## src/rtl/memory_access_arbiter.sv

```systemverilog
// memory_access_arbiter
//   Shares one data-memory port between requester A (CPU datapath) and
//   requester B (I/O / secondary port). Round-robin arbitration, a fixed
//   ACCESS_CYCLES-long enable window per access, then a one-cycle ack.
//
// Ports
//   clock            : system clock, rising-edge state updates
//   reset            : asynchronous, active-high reset
//   req_a / req_b    : level requests, held until the matching ack
//   write_a/write_b  : access type (1 = write), sampled at grant
//   selector_address : address-mux select (0 = A, 1 = B)
//   memory_enable    : high for the whole access window
//   memory_write     : high only during a write access window
//   ack_a / ack_b    : one-cycle completion pulses
//   busy             : high in ACCESS and DONE
//
// All outputs are registered.
module memory_access_arbiter #(
    parameter int unsigned ACCESS_CYCLES = 2,
    parameter int unsigned COUNT_WIDTH   = 4
) (
    input  logic clock,
    input  logic reset,
    input  logic req_a,
    input  logic write_a,
    input  logic req_b,
    input  logic write_b,
    output logic selector_address,
    output logic memory_enable,
    output logic memory_write,
    output logic ack_a,
    output logic ack_b,
    output logic busy
);

    typedef enum logic [1:0] {
        S_IDLE,
        S_ACCESS,
        S_DONE
    } state_t;

    localparam logic [COUNT_WIDTH-1:0] LP_COUNT_INIT = COUNT_WIDTH'(ACCESS_CYCLES - 1);

    state_t                 r_state;
    logic                   r_last_grant;
    logic [COUNT_WIDTH-1:0] r_count;
    logic                   r_sel;
    logic                   r_enable;
    logic                   r_write;
    logic                   r_ack_a;
    logic                   r_ack_b;
    logic                   r_busy;

    logic w_grant_valid;
    logic w_grant_b;
    logic w_grant_write;

    // B wins when it is the only requester, or on a tie when A had the
    // last grant.
    assign w_grant_valid = req_a | req_b;
    assign w_grant_b     = req_b & (~req_a | ~r_last_grant);
    assign w_grant_write = w_grant_b ? write_b : write_a;

    always_ff @(posedge clock or posedge reset) begin
        if (reset) begin
            r_state      <= S_IDLE;
            r_last_grant <= 1'b1;
            r_count      <= '0;
            r_sel        <= 1'b0;
            r_enable     <= 1'b0;
            r_write      <= 1'b0;
            r_ack_a      <= 1'b0;
            r_ack_b      <= 1'b0;
            r_busy       <= 1'b0;
        end else begin
            case (r_state)
                S_IDLE: begin
                    if (w_grant_valid) begin
                        r_sel        <= w_grant_b;
                        r_last_grant <= w_grant_b;
                        r_write      <= w_grant_write;
                        r_count      <= LP_COUNT_INIT;
                        r_enable     <= 1'b1;
                        r_busy       <= 1'b1;
                        r_state      <= S_ACCESS;
                    end
                end
                S_ACCESS: begin
                    if (r_count == '0) begin
                        r_enable <= 1'b0;
                        r_write  <= 1'b0;
                        r_ack_a  <= ~r_sel;
                        r_ack_b  <= r_sel;
                        r_state  <= S_DONE;
                    end else begin
                        r_count <= r_count - 1'b1;
                    end
                end
                S_DONE: begin
                    r_ack_a <= 1'b0;
                    r_ack_b <= 1'b0;
                    r_busy  <= 1'b0;
                    r_state <= S_IDLE;
                end
                default: begin
                    r_enable <= 1'b0;
                    r_write  <= 1'b0;
                    r_ack_a  <= 1'b0;
                    r_ack_b  <= 1'b0;
                    r_busy   <= 1'b0;
                    r_state  <= S_IDLE;
                end
            endcase
        end
    end

    assign selector_address = r_sel;
    assign memory_enable    = r_enable;
    assign memory_write     = r_write;
    assign ack_a            = r_ack_a;
    assign ack_b            = r_ack_b;
    assign busy             = r_busy;

endmodule

```

## config.mk

```make
export PLATFORM = sky130hd
export DESIGN_NAME = memory_access_arbiter
export DESIGN_NICKNAME = d
export VERILOG_FILES = /design/src/rtl/memory_access_arbiter.sv
export SDC_FILE = /design/constraint.sdc
export NUM_CORES = 1
export LEC_CHECK = 0
export CAP_MARGIN = 20
export CORE_AREA = 2 2 41 43
export CTS_BUF_LIST = sky130_fd_sc_hd__clkbuf_8
export DETAILED_ROUTE_END_ITERATION = 10
export DIE_AREA = 0 0 43 45
export MAX_ROUTING_LAYER = met4
export PLACE_DENSITY_LB_ADDON = 0.25
export SLEW_MARGIN = 30
export SYNTH_ARGS = -nofsm -noshare
export SYNTH_HDL_FRONTEND = slang
export SYNTH_SLANG_ARGS = --single-unit
```

## constraint.sdc

```tcl
create_clock -name clock -period 1.45 [get_ports clock]
set_input_delay 0.29 -clock clock [delete_from_list [all_inputs] [get_ports clock]]
set_output_delay 0.29 -clock clock [all_outputs]
set_load 0.05 [all_outputs]
```

Yosys cells after proc, flatten, opt, wreduce, memory -nomap -nowiden
Index checks and enable logic that the tools add are counted.

Bits in registers: 13. Bits of input ports: 6. Output and inout bits: 6. Word-level logic and storage cells: 50.

Add/sub/neg operators: 1. Equal/unequal tests: 5. Multiplexer cells: 17. Bitwise logic cells: 9. Reduce and logical (&&, ||, !) cells: 9.

Operators with widths (count): 2-to-1 mux 4 bit (2); one-hot mux 4 bit (2 select lines) (1); AND reduction 2 bit (4); 2-to-1 mux 1 bit (6); inequality test 2 bit (second input constant) (3); inverter 1 bit (6); one-hot mux 1 bit (2 select lines) (3); one-hot mux 1 bit (3 select lines) (2); AND reduction 3 bit (2); zero test 4 bit (1); 2-to-1 mux 2 bit (2); one-hot mux 2 bit (2 select lines) (1); subtractor 4 x 1 -> 4 bit (second input constant) (1); == test 2 x 1 -> 1 bit (second input constant) (1); == test 2 bit (second input constant) (1); zero test 2 bit (1); OR 1 bit (2); nonzero test 2 bit (1); AND 1 bit (1).

Longest topological paths before layout
Depth in word-level cells: 6. Gate-level depth with buffers: 6. Depth with buffers taken out: 6.

Least setup slack after synthesis
No wires, ideal clock.

Kind: reg2reg. Start: register r_count[0]. End: register r_write (netlist: memory_write). Library setup time: 124 ps. Data arrival time: 1397 ps. Required time: 1326 ps. Slack: -71 ps. Stages on the path, launching flop included: 6. Path buffers: 0. Clock period less this slack: 1521 ps. Cell sequence: dfrtp_1 -> inv_1 -> ha_1 -> or3b_4 -> and2_4 -> a211o_1.

Word-level cells in the longest chain between the ends: 3.

RTL lines: start: declaration (line 46) `logic [COUNT_WIDTH-1:0] r_count;`; start signal: assignment (line 96) `r_count <= r_count - 1'b1;`; zero test 4 bit (line 89) `if (r_count == '0) begin`; inequality test 2 bit (no line); AND reduction 3 bit (no line); end signal: assignment (line 81) `r_write <= w_grant_write;`; end: declaration (line 49) `logic r_write;`.

Every way passes these cells. A chain may end at the register's enable or synchronous reset.

Worst setup path after layout
Start: register r_count[1]. End: register r_write (netlist: memory_write).

Same word-level chain as after synthesis.

==> metrics.md <==
| Metric | Value |
|---|---|
| RSZ-0062 raised after global routing | yes |
| Total I/O pin count | 12 |
| Final ANT Viol Nets | 0 |
| Clock skew | a little under 0.5 ps |
| Most frequent cells in the layout | dfrtp_1, buf_4, nand2_1 |
| Hold Buf Count CTS | 0 |
| Critical Path RT | 1570 ps |
| Die Y | around 45 um |
| Met1 Use GR | 0.215 |
| Crit-path leading delay family | simple AND/OR/NAND/NOR gates |
| Final setup margin | -55.1 ps |
| Max_cap viols | 0 |
| Global-route wire length before repair | approximately 2500 um |
| CTS buffer count | 3 |
| Worst min path class | in -> async |
| Final Util | 0.641 |
| Starting Density | 0.423 |
| Avg Cell Area, Syn | between 10 and 15 sq um |
| Unique cell type count in the Yosys netlist | 27 |
| Clock-pin slew on the worst setup and hold paths | 60 ps |
| Clock latency on the worst-skew pair | around 240 ps |
| GRT Total Usage | 0.176 |
| Synth Register Bits | 13 |
| Antenna violations before repair | 0 |
| Die area | 1940 sq um |
| H-Tree Depth | 1 |
| CP Capture Type | register |
| Met3 global-route usage | 0.0360 |
| Leading area contributor after synthesis | dfrtp_1 |
| Area taken by multi-input logic gates | 292 sq um |
| Initial DRC count | 3 |
| Max frequency | about 660 MHz |
| Gr busiest metal | met2 |
| Final TNS setup | -75.9 ps |
| Die width | between 40 and 50 um |
| Global placement routability congestion | between 0.7 and 0.8 |
| Max IR drop VDD | between 1 and 1.5 mV |
| Rel. slew slack | 0.675 |
| Post-synth top area share | 0.483 |
| Vias per inst | between 5 and 6 |
| WP buf/inv | 1 |
| Row cnt | 14 |
| Failing checks | setup timing |
| WL final | ~1300 um |
| Fin. max-slew vios | 0 |
| Status | finished with violations |
| Mapped Cells | 62 |
| Pin count of the biggest net entering global routing | 14 |
| Placed cell areas | approximately 860 sq um |
| Most common cell after layout, fill and taps aside | dfrtp_1 |
| Post-layout power | around 2400 uW |
| CP max stage delay | around 380 ps |
| Max clock buf depth | 2 |
| Crit Path Category | reg -> reg |
| Register area | 327 sq um |
| TritonRoute pass-1 iters | 2 |
| WL/cell | roughly 13 um |
| DRC viols | 0 |
| N_diodes | 0 |
| Crit Path Max Fanout | 5 |
| Final #Nets | between 90 and 100 |
| Slowest CP cell | dfrtp_1 |
| Post-layout min period | approximately 1500 ps |
| Syn_nets | 70 |
| Top post-synthesis cells by area | dfrtp_1, dfstp_2, nand2_1 |
| FILL cells | 127 |
| HPWL Detailed | a little under 1000 um |
| Leakage power | approximately 0.00046 uW |
| Root Buffer | clkbuf_8 |
| Post-route cell area | roughly 940 sq um |
| Pwr dens | roughly 2600 nW/um^2 |
| Startpoint Class | register |
| YS warnings | 0 |
| Final global-route overflow total | 0 |
| Vias | between 500 and 600 |
| Final cycle utilization of the critical path | 1.04 |
| Hold Vio Cnt, Final | 0 |
| IO Port Bufs | 11 |
| Area Growth Syn to Fin | 51.7% |
| Cell Area, Synth | between 600 and 700 sq um |
| CTS tree | yes |
| Worst Tran Pin Value | 487 ps |
| Sink Count | 13 |
| WP data arrival | 1630 ps |
| Share of cells above drive strength 1 | 0.341 |
| Sequential-to-total area share from yosys stat | 0.525 |
| Core Region | 1470 sq um |
| Final setup violating endpoints | 3 |
| Met2 Usage GRT | 0.306 |
| Vias in the first global route | roughly 580 |
| Cell Chain, Critical Path | inv_2, ha_4, or3b_4, and2_4, a211o_1 |
==> worst paths after layout <==
| kind | to | cells after the start | from | slack [ps] |
|---|---|---|---|---|
| setup / recovery | memory_write$_DFFE_PP0P_ | 5 | r_count[1]$_DFFE_PP0P_ | -60 |
| hold / removal | busy$_DFFE_PP0P_ | 2 | reset | 370 |
| setup reg to reg | memory_write$_DFFE_PP0P_ | 5 | r_count[1]$_DFFE_PP0P_ | -60 |
| hold reg to reg | r_count[1]$_DFFE_PP0P_ | 1 | r_state[1]$_DFFE_PP0P_ | 520 |
| max in group asynchronous | r_last_grant$_DFFE_PP1P_ | 2 | reset | 730 |
| min in group clock | r_count[1]$_DFFE_PP0P_ | 1 | r_state[1]$_DFFE_PP0P_ | 520 |
==> cell type report <==
| class | instances | area share |
|---|---|---|
| Multi-Input combinational cell | 42 | 0.309 |
| Timing Repair Buffer | 20 | 0.252 |
| Inverter | 6 | 0.0239 |
| Clock inverter | 1 | 0.00398 |
| Clock buffer | 3 | 0.0438 |
| Sequential cell | 13 | 0.346 |
| Tap cell | 16 | 0.0212 |
==> state kept, by name (all words and copies together) (netlist names) <==
register	flops
r_state	2
selector_address	1
memory_enable	1
ack_a	1
busy	1
memory_write	1
ack_b	1
r_count	4
r_last_grant	1
==> synthesized netlist by cell type <==
master,count
nor3b_1,1
inv_1,6
o21ai_0,3
or2_2,1
a211o_1,1
xor2_1,1
nor3_1,2
clkbuf_1,1
a21o_1,3
ha_1,2
nor2_1,4
and2_4,1
nand3_1,3
a21oi_1,2
dfrtp_1,12
mux2i_1,1
nand2_1,7
or3b_4,1
dfstp_2,1
and2b_2,1
nand2b_1,1
o32ai_1,1
o211ai_1,1
a21bo_2,1
o21bai_1,1
nor2b_1,2
o31ai_1,1
==> layer usage <==
metal  wire (um)  vias up
met5           0        -
met4           4        0
met3          37        2
met2         652        8
met1         601      255
li1            -      253
==> cell families (layout without fill, tap and decap cells) <==
group	count (synthesis)	in the layout	synth area share
AND/OR/NAND/NOR	24	24	0.205
AO/OA/AOI/OAI	14	14	0.157
flip-flops	13	13	0.525
buffers and inverters	7	30	0.0422
adder cells (fa/ha/maj)	2	2	0.0402
XOR/XNOR	1	1	0.0141
multiplexers	1	1	0.0161
==> where the power goes <==
part / switching (uW) / leakage, uW / internal, uW
sequential: 175 / 0.000158 / 542
clock: 129 / 0.0000269 / 187
combinational: 687 / 0.000278 / 714
total: 991 / 0.000462 / 1440
==> stage by stage <==
step | hold slack [ps] | worst slack [ps] | std cells
2_1_floorplan | 166 | -49.2 | 62
3_3_place_gp | 507 | -156 | 95
3_5_place_dp | 508 | -188 | 95
4_1_cts | 384 | -55.9 | 100
5_1_grt | 445 | -98.8 | 101
6_report | 369 | -55.1 | 101
==> repair_timing <==
action | 4_1_cts | 5_1_grt
gates resized for setup | 3 | 3
pin swaps | 1 | 1
gates cloned | 0 | 0
setup endpoints to repair | 3 | 8
buffers inserted | 1 | 1
==> worst reg2reg max path: stages (launching register included) <==
cell and delay [ps]:
dfrtp_1 380, inv_2 80, ha_4 130, or3b_4 380, and2_4 170, a211o_1 250
No activity file was read; power rests on OpenSTA's default activity.
